[src/rtl/readout_sequencer_if.sv]
// Handshake bundle between the readout sequencer, the SPI command master and the readout block.
// master = sequencer side, slave = SPI/readout side.
interface readout_sequencer_if;
  logic spi_req;
  logic spi_ack;
  logic fifo_afull;
  logic readout_start;
  logic readout_active;

  modport master (
    output spi_req, readout_start,
    input  spi_ack, fifo_afull, readout_active
  );

  modport slave (
    input  spi_req, readout_start,
    output spi_ack, fifo_afull, readout_active
  );
endinterface

[src/rtl/readout_sequencer.sv]
// One chip acquisition cycle: trigger, SPI readout command, FIFO gate, readout, chip reset.
// Waits in WAIT_TRIG/SPI/READ are bounded; a timeout sets a sticky err bit and resets the chip.
module readout_sequencer #(
  parameter int TRIG_LEN = 4,
  parameter int RST_LEN  = 8,
  parameter int TIMEOUT  = 4096,
  parameter int CNT_W    = 16
) (
  input  logic                 clk,
  input  logic                 rstn,
  input  logic                 enable,
  input  logic                 sw_trig,
  input  logic                 trig_from_chip,
  readout_sequencer_if.master  bus,
  output logic                 trig_to_chip,
  output logic                 chip_rst,
  output logic                 busy,
  output logic [2:0]           state_o,
  output logic [CNT_W-1:0]     event_count,
  output logic [2:0]           err,
  input  logic                 err_clr
);

  localparam int CW = $clog2(TIMEOUT + 1);

  typedef enum logic [2:0] {
    S_IDLE      = 3'd0,
    S_TRIG      = 3'd1,
    S_WAIT_TRIG = 3'd2,
    S_SPI       = 3'd3,
    S_WAIT_FIFO = 3'd4,
    S_START     = 3'd5,
    S_READ      = 3'd6,
    S_CHIPRST   = 3'd7
  } state_t;

  state_t           state_q;
  logic [CW-1:0]    cnt_q;
  logic [2:0]       err_q;
  logic [CNT_W-1:0] count_q;
  logic             trig_q, chip_rst_q, spi_req_q, start_q;
  logic             edge_latch_q, active_seen_q;
  logic             sync1_q, sync2_q, hist_q;
  logic             trig_edge, tmo;

  always_ff @(posedge clk or negedge rstn) begin
    if (!rstn) begin
      sync1_q <= 1'b0;
      sync2_q <= 1'b0;
      hist_q  <= 1'b0;
    end else begin
      sync1_q <= trig_from_chip;
      sync2_q <= sync1_q;
      hist_q  <= sync2_q;
    end
  end

  assign trig_edge = sync2_q & ~hist_q;
  // Shared counter: pulse length in TRIG/CHIPRST, wait time in WAIT_TRIG/SPI/READ.
  assign tmo       = (cnt_q == CW'(TIMEOUT - 1));

  always_ff @(posedge clk or negedge rstn) begin
    if (!rstn) begin
      state_q       <= S_IDLE;
      cnt_q         <= '0;
      err_q         <= '0;
      count_q       <= '0;
      trig_q        <= 1'b0;
      chip_rst_q    <= 1'b0;
      spi_req_q     <= 1'b0;
      start_q       <= 1'b0;
      edge_latch_q  <= 1'b0;
      active_seen_q <= 1'b0;
    end else begin
      start_q <= 1'b0;
      cnt_q   <= cnt_q + 1'b1;
      if (err_clr) err_q <= '0;
      case (state_q)
        S_IDLE: begin
          cnt_q         <= '0;
          edge_latch_q  <= 1'b0;
          active_seen_q <= 1'b0;
          if (sw_trig) begin
            state_q <= S_TRIG;
            trig_q  <= 1'b1;
          end else if (enable && trig_edge) begin
            state_q   <= S_SPI;
            spi_req_q <= 1'b1;
          end
        end
        S_TRIG: begin
          if (trig_edge) edge_latch_q <= 1'b1;
          if (cnt_q == CW'(TRIG_LEN - 1)) begin
            trig_q  <= 1'b0;
            state_q <= S_WAIT_TRIG;
            cnt_q   <= '0;
          end
        end
        S_WAIT_TRIG: begin
          if (trig_edge || edge_latch_q) begin
            state_q   <= S_SPI;
            spi_req_q <= 1'b1;
            cnt_q     <= '0;
          end else if (tmo) begin
            state_q    <= S_CHIPRST;
            chip_rst_q <= 1'b1;
            cnt_q      <= '0;
            err_q      <= (err_clr ? 3'b000 : err_q) | 3'b001;
          end
        end
        S_SPI: begin
          if (bus.spi_ack) begin
            state_q   <= S_WAIT_FIFO;
            spi_req_q <= 1'b0;
          end else if (tmo) begin
            state_q    <= S_CHIPRST;
            spi_req_q  <= 1'b0;
            chip_rst_q <= 1'b1;
            cnt_q      <= '0;
            err_q      <= (err_clr ? 3'b000 : err_q) | 3'b010;
          end
        end
        S_WAIT_FIFO: begin
          if (!bus.fifo_afull) begin
            state_q <= S_START;
            start_q <= 1'b1;
          end
        end
        S_START: begin
          state_q       <= S_READ;
          cnt_q         <= '0;
          active_seen_q <= 1'b0;
        end
        S_READ: begin
          if (bus.readout_active) active_seen_q <= 1'b1;
          if (active_seen_q && !bus.readout_active) begin
            state_q    <= S_CHIPRST;
            chip_rst_q <= 1'b1;
            cnt_q      <= '0;
            count_q    <= count_q + 1'b1;
          end else if (tmo) begin
            state_q    <= S_CHIPRST;
            chip_rst_q <= 1'b1;
            cnt_q      <= '0;
            err_q      <= (err_clr ? 3'b000 : err_q) | 3'b100;
          end
        end
        S_CHIPRST: begin
          if (cnt_q == CW'(RST_LEN - 1)) begin
            chip_rst_q <= 1'b0;
            state_q    <= S_IDLE;
            cnt_q      <= '0;
          end
        end
        default: state_q <= S_IDLE;
      endcase
    end
  end

  assign bus.spi_req       = spi_req_q;
  assign bus.readout_start = start_q;
  assign trig_to_chip      = trig_q;
  assign chip_rst          = chip_rst_q;
  assign busy              = (state_q != S_IDLE);
  assign state_o           = state_q;
  assign event_count       = count_q;
  assign err               = err_q;

endmodule

[src/flat_wrapper.sv]
// flat-port wrapper written by rule: the top's interface ports become plain ports
module readout_sequencer_flat 
#(
  parameter int TRIG_LEN = 4,
  parameter int RST_LEN  = 8,
  parameter int TIMEOUT  = 4096,
  parameter int CNT_W    = 16
)
  (clk, rstn, enable, sw_trig, trig_from_chip, trig_to_chip, chip_rst, busy, state_o, event_count, err, err_clr, bus_spi_req, bus_readout_start, bus_spi_ack, bus_fifo_afull, bus_readout_active);
  readout_sequencer_if bus_i ();
  input  logic clk;
  input  logic rstn;
  input  logic enable;
  input  logic sw_trig;
  input  logic trig_from_chip;
  output logic trig_to_chip;
  output logic chip_rst;
  output logic busy;
  output logic [2:0] state_o;
  output logic [CNT_W-1:0] event_count;
  output logic [2:0] err;
  input  logic err_clr;
  output wire logic [$bits(bus_i.spi_req)-1:0] bus_spi_req;
  output wire logic [$bits(bus_i.readout_start)-1:0] bus_readout_start;
  input wire logic [$bits(bus_i.spi_ack)-1:0] bus_spi_ack;
  input wire logic [$bits(bus_i.fifo_afull)-1:0] bus_fifo_afull;
  input wire logic [$bits(bus_i.readout_active)-1:0] bus_readout_active;
  assign bus_spi_req = bus_i.spi_req;
  assign bus_readout_start = bus_i.readout_start;
  assign bus_i.spi_ack = bus_spi_ack;
  assign bus_i.fifo_afull = bus_fifo_afull;
  assign bus_i.readout_active = bus_readout_active;
  readout_sequencer #(.TRIG_LEN(TRIG_LEN), .RST_LEN(RST_LEN), .TIMEOUT(TIMEOUT), .CNT_W(CNT_W)) u_core (.clk(clk), .rstn(rstn), .enable(enable), .sw_trig(sw_trig), .trig_from_chip(trig_from_chip), .bus(bus_i), .trig_to_chip(trig_to_chip), .chip_rst(chip_rst), .busy(busy), .state_o(state_o), .event_count(event_count), .err(err), .err_clr(err_clr));
endmodule
[config.mk]
export PLATFORM = sky130hd
export DESIGN_NAME = readout_sequencer_flat
export DESIGN_NICKNAME = d
export VERILOG_FILES = /design/src/rtl/readout_sequencer_if.sv /design/src/rtl/readout_sequencer.sv /design/src/flat_wrapper.sv
export SDC_FILE = /design/constraint.sdc
export NUM_CORES = 1
export LEC_CHECK = 0
export CORE_MARGIN = 2
export CORE_UTILIZATION = 45
export CTS_BUF_LIST = sky130_fd_sc_hd__clkbuf_8
export DETAILED_ROUTE_END_ITERATION = 12
export PLACE_DENSITY = 0.72
export SLEW_MARGIN = 20
export SYNTH_ARGS = -nofsm -noshare
export SYNTH_HDL_FRONTEND = slang
export SYNTH_SLANG_ARGS = --single-unit
[constraint.sdc]
create_clock -name clk -period 6.5 [get_ports clk]
set_clock_uncertainty 0.1 [all_clocks]
set_input_delay 1.95 -clock clk [delete_from_list [all_inputs] [get_ports clk]]
set_output_delay 1.95 -clock clk [all_outputs]
set_load 0.1 [all_outputs]
==> key figures <==
Cells and area
  – Ant. Diodes: 0
  – Fillers: 410
  – Final net count: roughly 260
  – Share of layout cells above drive strength 1: 6.12%
  – Commonest non-fill, non-tap cell in the layout: dfrtp_1
  – Layout area overhead: 21.3%
  – Area of the multi-input gates: about 950 µm²
  – Most frequent cells in the layout: dfrtp_1 (44), clkdlybuf4s50_1 (34), nor2_1 (28)
  – Post-route cell area: about 0.0026 mm²
  – FF/Latch Area: between 0.001 and 0.0015 mm²

Drt
  – Wire per inst: roughly 14 µm
  – Number of DRC violations after detailed routing: 0
  – Drt initial violations: roughly 130
  – Max layer used: met4
  – DRT met1 WL: between 1500 and 2000 µm
  – Met2 routed WL: ~1900 µm
  – Vias after detailed routing: about 1600
  – ANT nets after route: 0
  – First-pass DRT Iterations: 6
  – WL met3: ~200 µm
  – Final WL: just over 4000 µm
  – Vias per cell: approximately 5.4

STA
  – Slew of the pin with the lowest slew margin: between 0.9 and 1 ns
  – Min Tclk post-route: 4.44 ns
  – Endpoints failing setup: 0
  – Total negative slack: 0 ns
  – Fin. Hold Viols: 0
  – Slew HR: approximately a third
  – Worst setup slack after layout: around 2 ns
  – Final Max Slew Viols: 0
  – Crit share post-route: between 60% and 70%
  – FMAX: around 230 MHz
  – RSZ-0062 raised after global routing: false

Critical path
  – Critical Path Sink Type: output pin
  – WS Path Type: reg -> out
  – Crit-path max FO: 20
  – CP max stage cell: clkdlybuf4s50_1
  – FF-to-FF End: u_core.cnt_q[4]
  – Worst Path Arrival: approximately 2.4 ns
  – Reg2Reg Setup Slack: roughly 3.8 ns
  – Worst-path cell chain: nor3_1, inv_1, clkdlybuf4s50_1
  – Worst Setup SP: u_core.state_o[1]
  – Worst r2r src: u_core.cnt_q[0]
  – R2R depth: 6
  – CP Launch Type: flip-flop
  – Worst Setup EP: busy
  – Slowest Stage Delay on Critical Path: about 1.1 ns
  – Crit path required time: 4.45 ns

GRT
  – Largest net degree at the start of global routing: 45
  – First-pass GRT wire length: 6990 µm
  – Vias in the first global route: about 1500
  – Tot GR Track Use: between 15 and 20%
  – Remaining global-route overflow: 0
  – Initial antenna violation count: 0

Placement
  – PortBufs: 35
  – Place WS: between 2 and 2.5 ns
  – GPL Wtd Cong: 0.857
  – DPL Wire Length: roughly 2900 µm
  – Area post-placement: 0.00249 mm²

Power and ir drop
  – Pleak: 1.09 nW
  – PD cells: 374 mW/mm²
  – Combinational Power Share: about 44%
  – Internal power: between 0.0005 and 0.0006 W
  – Switching Fraction: between 40% and 50%
  – Total power: slightly below 0.001 W
  – Peak supply drop: between 0.15 and 0.2 mV
  – Seq pwr share: a little under 40%
  – Clock share of power: 17.8%
  – Psw: 0.000449 W

Yosys
  – Register area share after synthesis: around half
  – Seq cells post-synth: 44
  – Post-synth EDFFs: 0
  – Syn avg cell area: approximately 10 µm²
  – Yosys top cell area share: about half
  – Post-synth ARST share: 100%
  – Distinct cells, synth: 39
  – Synthesized instance count: roughly 210
  – Area leader, netlist: dfrtp_1
  – Top cells by area, synth: dfrtp_1 (52%), xnor2_1 (7.4%), nor2_1 (4.9%)
  – Syn Std Cell Area: ~0.0021 mm²
  – Yosys warns: 0
  – Predominant post-synthesis flop cell: dfrtp_1
  – Mapped Nets: 220

CTS
  – CTS root buf: clkbuf_8
  – Post-CTS resize count: 0
  – Post-CTS Setup Inserts: 0
  – Cts hold-fix bufs: 0
  – Worst skew pair latency: about 0.29 ns
  – CTS H-tree lvls: 2
  – Num CTS Buffers: 5
  – Clk sinks: 44
  – Reg clk slew, reported paths: 0.08 ns
  – Bufs on Longest Clock Path: 2
  – CTS tree: done

Die
  – Die Span Y: just over 70 µm
  – Number of cell rows: 24
  – DIE WIDTH: 72.7 µm
  – # IOs: 36
  – CORE AREA: ~0.0044 mm²
  – Die area: about 0.0053 mm²
  – Starting Density: between 40% and 50%

Min path
  – Min-Delay Path Depth: 0
  – Hold Path Class: reg -> reg

Run status
  – Status: complete, no violations

Flow run
  – MaxCap Viol Count: 0
==> area by class of cell <==
type                       instances  area share (%)
clock buffer                       6            3.21
clock inverter                     2           0.291
inverter                           6           0.874
multi-input combinational        152            37.0
sequential                        44            42.7
tap                               52            2.53
timing repair buffer              35            13.4
==> through the flow <==
stage / util, % / hold slack (ns) / instances
after global routing: 58.0 / 0.276 / 297
after CTS: 58.0 / 0.257 / 297
final: 58.0 / 0.254 / 297
after detailed placement: 55.9 / 0.239 / 289
after floorplan: - / 0.231 / 209
after global placement: 55.9 / 0.238 / 289
==> routing by layer <==
metal	GRT usage, %	up-vias
met5	0	-
met4	6.17	0
met3	3.59	4
met2	26.6	45
met1	22.8	750
li1	-	794
==> cells in the mapped netlist (all sizes together), types with 3 or more instances <==
master	number
inv	6
nand3	7
nor2	28
nor4	4
a21oi	5
or2	3
dfrtp	44
o21ai	9
xnor2	18
nor2b	4
buf	3
nand2	14
nand4	8
nor3	6
xor2	9
clkbuf	4
and3	6
and2	3
==> cell families (layout without fill, tap and decap cells) <==
| kind of cell | count (synthesis) | in the layout | share of synthesized area [%] |
|---|---|---|---|
| mux | 2 | 2 | 1.06 |
| compound gates | 29 | 29 | 9.31 |
| fa+ha+maj | 2 | 2 | 1.18 |
| simple gates | 92 | 92 | 22.1 |
| xor+xnor | 27 | 27 | 11.1 |
| buf+inv | 13 | 49 | 3.36 |
| flops | 44 | 44 | 51.8 |
==> power by group through the flow <==
stage          clock [W]  sequential [W]  combinational [W]
4_1_cts         0.000179        0.000372           0.000422
2_1_floorplan          0        0.000495           0.000222
6_report        0.000171        0.000373           0.000418
3_3_place_gp           0        0.000374           0.000415
3_5_place_dp           0        0.000377           0.000419
5_1_grt         0.000184        0.000382           0.000448
==> registers in the layout, summed over array words and instances, names as in the netlist <==
register and count:
u_core.event_count 16, u_core.cnt_q 13, u_core.err 3, u_core.state_o 3, u_core.active_seen_q 1, u_core.bus.readout_start 1
u_core.bus.spi_req 1, u_core.chip_rst 1, u_core.edge_latch_q 1, u_core.hist_q 1, u_core.sync1_q 1, u_core.sync2_q 1
u_core.trig_to_chip 1
==> critical path, delay by kind of cell (launching register included) <==
family,cells,cell delay (ns)
buf+inv,2,1.23
simple gates,1,0.17
flops,1,0.71
==> worst min path at each step <==
stage,start,endpoint
CTS,u_core.sync1_q,u_core.sync2_q
detailed placement,u_core.sync1_q,u_core.sync2_q
global route,u_core.sync1_q,u_core.sync2_q
finish,u_core.sync1_q,u_core.sync2_q
global placement,u_core.sync1_q,u_core.sync2_q
floorplan,u_core.sync1_q,u_core.sync2_q
Power figures use the tool's default switching activity.
